--- src/rtl/life_sequencer.sv ---
// ----------------------------------------------------------------------------
// life_sequencer
// Run controller for the 8x8 Game-of-Life grid datapath. It loads the grid
// from an external seed or an internal 64-bit Galois LFSR, then issues paced
// single-generation step strobes. After each step it checks the new grid for
// extinction, for a still life, and for the generation limit, and halts when
// one of them occurs.
//
// Ports
//   i_clk        system clock, rising edge
//   i_reset      synchronous, active-low reset
//   i_start      begin / resume stepping (level)
//   i_stop       pause stepping
//   i_randomize  load grid from LFSR
//   i_seed_load  load grid from i_muxseed
//   i_muxseed    external seed pattern
//   i_max_gen    generation limit, 0 = unlimited
//   i_grid_in    current grid from the datapath
//   o_load_en    datapath load strobe
//   o_load_data  pattern to load (held after the load)
//   o_step_en    one-generation advance strobe
//   o_gen_count  generations since the last load (saturating)
//   o_busy       high in RUN / STEP / CHECK
//   o_done       high in DONE
//   o_status     00 none, 01 extinct, 10 stable, 11 limit
//
// state | meaning
// IDLE  | waiting for a load or start request
// LOAD  | load_en high for one cycle, counters cleared
// RUN   | pacing down-counter between steps
// STEP  | step_en high, pre-step grid captured
// CHECK | new generation on grid_in, termination checks
// DONE  | halted, status held until the next load
// ----------------------------------------------------------------------------
module life_sequencer #(
   parameter int                WIDTH     = 64,
   parameter int                GEN_W     = 16,
   parameter int                STEP_DIV  = 4,
   parameter logic [63:0]       LFSR_INIT = 64'hACE1_0000_0000_0001
) (
   input  logic                 i_clk,
   input  logic                 i_reset,
   input  logic                 i_start,
   input  logic                 i_stop,
   input  logic                 i_randomize,
   input  logic                 i_seed_load,
   input  logic [WIDTH-1:0]     i_muxseed,
   input  logic [GEN_W-1:0]     i_max_gen,
   input  logic [WIDTH-1:0]     i_grid_in,
   output logic                 o_load_en,
   output logic [WIDTH-1:0]     o_load_data,
   output logic                 o_step_en,
   output logic [GEN_W-1:0]     o_gen_count,
   output logic                 o_busy,
   output logic                 o_done,
   output logic [1:0]           o_status
);

   localparam int DIV_W = (STEP_DIV > 1) ? $clog2(STEP_DIV) : 1;
   localparam logic [DIV_W-1:0] DIV_LOAD = DIV_W'(STEP_DIV - 1);
   // Right-shift Galois mask for x^64 + x^63 + x^61 + x^60 + 1.
   localparam logic [63:0] LFSR_TAPS = 64'hD800_0000_0000_0000;

   typedef enum logic [2:0] {
      S_IDLE, S_LOAD, S_RUN, S_STEP, S_CHECK, S_DONE
   } state_t;

   state_t             r_state;
   logic [63:0]        r_lfsr;
   logic [DIV_W-1:0]   r_div;
   logic [WIDTH-1:0]   r_prev;
   logic               r_load_en;
   logic [WIDTH-1:0]   r_load_data;
   logic               r_step_en;
   logic [GEN_W-1:0]   r_gen_count;
   logic               r_busy;
   logic               r_done;
   logic [1:0]         r_status;

   logic [63:0]        w_lfsr_nxt;
   logic               w_load_req;
   logic [WIDTH-1:0]   w_load_pat;
   logic [GEN_W-1:0]   w_gen_inc;
   logic               w_limit_hit;

   assign w_lfsr_nxt  = {1'b0, r_lfsr[63:1]} ^ ({64{r_lfsr[0]}} & LFSR_TAPS);
   assign w_load_req  = i_randomize | i_seed_load;
   // randomize outranks seed_load when both are requested.
   assign w_load_pat  = i_randomize ? r_lfsr[WIDTH-1:0] : i_muxseed;
   assign w_gen_inc   = (r_gen_count == '1) ? r_gen_count : r_gen_count + GEN_W'(1);
   assign w_limit_hit = (i_max_gen != '0) && (w_gen_inc >= i_max_gen);

   always_ff @(posedge i_clk) begin
      if (!i_reset) begin
         r_state     <= S_IDLE;
         r_lfsr      <= LFSR_INIT;
         r_div       <= '0;
         r_prev      <= '0;
         r_load_en   <= 1'b0;
         r_load_data <= '0;
         r_step_en   <= 1'b0;
         r_gen_count <= '0;
         r_busy      <= 1'b0;
         r_done      <= 1'b0;
         r_status    <= 2'b00;
      end else begin
         r_lfsr    <= w_lfsr_nxt;
         r_load_en <= 1'b0;
         r_step_en <= 1'b0;

         // Any state that honours a load request enters LOAD the same way.
         if ((r_state == S_IDLE || r_state == S_RUN || r_state == S_DONE) && w_load_req) begin
            r_state     <= S_LOAD;
            r_load_en   <= 1'b1;
            r_load_data <= w_load_pat;
            r_gen_count <= '0;
            r_status    <= 2'b00;
            r_busy      <= 1'b0;
            r_done      <= 1'b0;
         end else begin
            case (r_state)
               S_IDLE: begin
                  // stop outranks start, so both together keep us idle.
                  if (!i_stop && i_start) begin
                     r_state <= S_RUN;
                     r_div   <= DIV_LOAD;
                     r_busy  <= 1'b1;
                  end
               end
               S_LOAD: begin
                  r_gen_count <= '0;
                  r_status    <= 2'b00;
                  r_state     <= S_IDLE;
               end
               S_RUN: begin
                  if (i_stop) begin
                     r_state <= S_IDLE;
                     r_busy  <= 1'b0;
                  end else if (r_div == '0) begin
                     r_state   <= S_STEP;
                     r_step_en <= 1'b1;
                  end else begin
                     r_div <= r_div - DIV_W'(1);
                  end
               end
               S_STEP: begin
                  r_prev  <= i_grid_in;
                  r_state <= S_CHECK;
               end
               S_CHECK: begin
                  r_gen_count <= w_gen_inc;
                  if (i_grid_in == '0) begin
                     r_state  <= S_DONE;
                     r_status <= 2'b01;
                     r_busy   <= 1'b0;
                     r_done   <= 1'b1;
                  end else if (i_grid_in == r_prev) begin
                     r_state  <= S_DONE;
                     r_status <= 2'b10;
                     r_busy   <= 1'b0;
                     r_done   <= 1'b1;
                  end else if (w_limit_hit) begin
                     r_state  <= S_DONE;
                     r_status <= 2'b11;
                     r_busy   <= 1'b0;
                     r_done   <= 1'b1;
                  end else if (i_stop) begin
                     r_state <= S_IDLE;
                     r_busy  <= 1'b0;
                  end else begin
                     r_state <= S_RUN;
                     r_div   <= DIV_LOAD;
                  end
               end
               S_DONE: begin
               end
               default: begin
                  r_state <= S_IDLE;
                  r_busy  <= 1'b0;
                  r_done  <= 1'b0;
               end
            endcase
         end
      end
   end

   assign o_load_en   = r_load_en;
   assign o_load_data = r_load_data;
   assign o_step_en   = r_step_en;
   assign o_gen_count = r_gen_count;
   assign o_busy      = r_busy;
   assign o_done      = r_done;
   assign o_status    = r_status;

endmodule

--- config.mk ---
export PLATFORM = sky130hd
export DESIGN_NAME = life_sequencer
export DESIGN_NICKNAME = d
export VERILOG_FILES = /design/src/rtl/life_sequencer.sv
export SDC_FILE = /design/constraint.sdc
export NUM_CORES = 1
export LEC_CHECK = 0
export CAP_MARGIN = 20
export CORE_ASPECT_RATIO = 2
export CORE_MARGIN = 10
export CORE_UTILIZATION = 30
export CTS_CLUSTER_SIZE = 30
export DETAILED_ROUTE_END_ITERATION = 8
export GPL_ROUTABILITY_DRIVEN = 0
export MAX_ROUTING_LAYER = met4
export PLACE_DENSITY = 0.64
export SYNTH_ARGS = -nofsm -noshare
export SYNTH_HDL_FRONTEND = slang
export SYNTH_SLANG_ARGS = --single-unit
--- constraint.sdc ---
create_clock -name i_clk -period 3.55 [get_ports i_clk]
set_input_delay 0.71 -clock i_clk [delete_from_list [all_inputs] [get_ports i_clk]]
set_output_delay 0.71 -clock i_clk [all_outputs]
set_load 0.05 [all_outputs]
==> results by group <==
Outcome
  • Outcome: finished clean

Clocking
  • Post-CTS Setup Bufs: 0
  • Clock Root Buffer: clkbuf_16
  • Inserted Clock Buffers: 22
  • Clk sinks: 219
  • Quantity of hold-fixing buffers added after cts: 0
  • Clock latency on the worst-skew pair: 0.52 ns
  • CTS tree: built
  • Cts repair resizes: 0
  • Clock slew at reported path FFs: 0.07 ns
  • CTS max path bufs: 3
  • H-Tree Level Count: 1

Layout
  • Layout cells sized above 1: 6.41%
  • Commonest non-fill, non-tap cell in the layout: clkdlybuf4s50_1
  • Commonest cells after routing, fill and taps aside: clkdlybuf4s50_1, dfxtp_1, nand2_1, xnor2_1, o211a_1
  • Post-route cell area: 13500 um2
  • Nets@finish: 1462
  • Util after Layout: 41.1%
  • Area growth, synth to finish: 35.4%

Die
  • FP Rows: 94
  • Initial core utilization: 30.4%
  • Die Ht: 278 um
  • Die area: 41500 um2
  • Ports: 236
  • Core region area: 32900 um2
  • Die width: 149 um

Synthesis
  • Post-synth EDFFs: 0
  • Synth top area share: 43.9%
  • Post-Syn Area: 10000 um2
  • Syn_area_per_cell: 9.23 um2
  • Top FF cell, synth: dfxtp_1
  • Syn nets: 1251
  • Ys async rst share: 0%
  • Sequential element share of the synthesized area: 43.9%
  • Largest area contributor in the netlist: dfxtp_1
  • Top cells by area, synth: dfxtp_1, nand2_1, o211a_1, xnor2_1, mux2i_1
  • Yosys cell types: 62
  • Syn Inst Count: 1083
  • Synth Register Bits: 219
  • Ys Warns: 0

Setup path
  • Crit Path Class: register to register
  • Crit path DAT: 3.75 ns
  • CP required: 3.95 ns
  • Crit Path Max Fanout: 5
  • Critical Path End Type: register
  • Crit path launch type: register

Route
  • Vias per cell: 4.79
  • First DRT Iteration DRCs: 311
  • Final WL: 31.9 mm
  • First drt pass iteration count: 4
  • Routed WL per cell: 18.2 um
  • Vias: 8375
  • Post-route ant nets: 0
  • Post-route DRC violation count: 0

Power and ir drop
  • Max IR drop VDD: 0.425 mV
  • Sequential share of power: 42.9%
  • Comb pwr share: 17.3%
  • Leakage power: 5.60 nW
  • Switch share: 27.9%
  • Clock power share: 39.8%
  • Reported net switching power: 0.00170 W
  • Pint: 0.00440 W
  • Pwr Density: 450 nW/um2

Timing
  • Max Freq: 299 MHz
  • Final Hold Vio Count: 0
  • Worst slew pin tran: 0.709 ns
  • Slew HR: 52.7%
  • Max Slew Vio Count: 0
  • Setup-failing EPs final: 0
  • Period utilization: 94.3%
  • Final Skew: 0.0118 ns
  • Tmin final: 3.35 ns
  • Setup TNS: 0 ns
  • RSZ-0062 raised after global routing: false

GRT
  • Remaining global-route overflow: 0
  • Initial antenna violation count: 6
  • First-pass GRT wire length: 47.7 mm
  • Number of global-route vias before repair: 8448
  • Largest net degree at the start of global routing: 133
  • Total GRT Usage: 15.1%

Place
  • Dpl hpwl: 24.0 mm
  • Placed Area: 12800 um2
  • Number of I/O port buffers: 235

Min path
  • HP Class: register to register

Job
  • Max Cap Viol: 0
-- final timing paths --
kind,end,startpoint,cells after the start,slack (ns)
worst min register to register,r_lfsr[55],r_lfsr[56],1,0.45
worst min-delay path,r_lfsr[55],r_lfsr[56],1,0.45
worst max-delay path,o_busy,o_gen_count[6],12,0.20
worst max register to register,o_busy,o_gen_count[6],12,0.20
-- critical path: stages (launching register included) --
cell and delay [ns]:
dfxtp_1 0.41, and4_4 0.30, nand4_4 0.16, nor4_4 0.42
and3_4 0.26, mux2_1 0.32, ha_1 0.32, nand4_1 0.12
nor3_1 0.20, nand2_1 0.08, o22ai_2 0.23, nor3b_2 0.13
o311a_1 0.30
-- synth_stat cells (all sizes together), types with 3 or more instances --
cell type  number
dfxtp         219
nand2         218
xnor2          74
o211a          65
a21boi         64
mux2i          64
and2           58
clkbuf         36
buf            31
nand4          30
nor4           27
inv            26
nor2           21
a21oi          20
ha             18
o21ai          18
nand2b         17
nand3           9
a31oi           8
xor2            6
or3             5
and4            4
mux2            4
o21a            4
a211oi          3
a22o            3
nor2b           3
-- cell type report --
cell class / count / area, um2
Fill cell: 3263 / 19400
Multi-Input combinational cell: 771 / 5250
Sequential cell: 219 / 4380
Timing Repair Buffer: 254 / 2500
Clock buffer: 31 / 666
Tap cell: 432 / 541
Inverter: 26 / 97.6
Clock inverter: 9 / 85.1
Antenna cell: 7 / 17.5
-- flip-flops by register name, summed over array words and instances, names as in the netlist --
| register | flops |
|---|---|
| o_load_en | 1 |
| o_gen_count | 16 |
| o_busy | 1 |
| o_done | 1 |
| o_status | 2 |
| r_lfsr | 64 |
| o_load_data | 64 |
| r_state | 3 |
| r_prev | 64 |
| o_step_en | 1 |
| r_div | 2 |
-- power groups by stage --
stage / registers, W / logic [W] / clock network, W
after CTS: 0.00262 / 0.00107 / 0.00249
final: 0.00262 / 0.00106 / 0.00242
after detailed placement: 0.00267 / 0.00107 / 0
after floorplan: 0.00293 / 0.000342 / 0
after global placement: 0.00267 / 0.00106 / 0
after global routing: 0.00263 / 0.00112 / 0.00257
-- kinds of logic (layout without fill, tap and decap cells) --
kind of cell / Yosys count / count (layout) / share of synthesized area (%)
AOI/OAI and AO/OA: 201 / 201 / 16.0
xor gates and xnor gates: 80 / 80 / 7.01
adders and majority gates: 18 / 18 / 2.25
buffers and inverters: 93 / 320 / 3.86
DFF: 219 / 219 / 43.9
muxes: 68 / 68 / 6.86
other: 0 / 7 / 0
and+or+nand+nor: 404 / 404 / 20.1
-- per-stage QoR --
| step | setup slack (ns) | hold WS, ns | power, W | instances |
|---|---|---|---|---|
| after floorplan | 0.00966 | 0.411 | 0.00327 | 1083 |
| after global placement | 0.110 | 0.417 | 0.00373 | 1702 |
| after detailed placement | 0.0357 | 0.427 | 0.00374 | 1702 |
| after CTS | 0.0409 | 0.445 | 0.00618 | 1742 |
| after global routing | 0.00162 | 0.468 | 0.00633 | 1748 |
| final | 0.201 | 0.447 | 0.00610 | 1749 |
-- layer usage --
layer / track usage (%) / share of wire, % / routed length (um) / vias to the layer above
met5: - / 0 / 0 / -
met1: 14.1 / 36 / 11400 / 3864
li1: - / - / - / 4166
met4: 8.57 / 5.1 / 1630 / 0
met2: 26.0 / 51 / 16100 / 273
met3: 5.32 / 8.5 / 2700 / 72
Note: power is estimated with default switching activity, not from simulation.
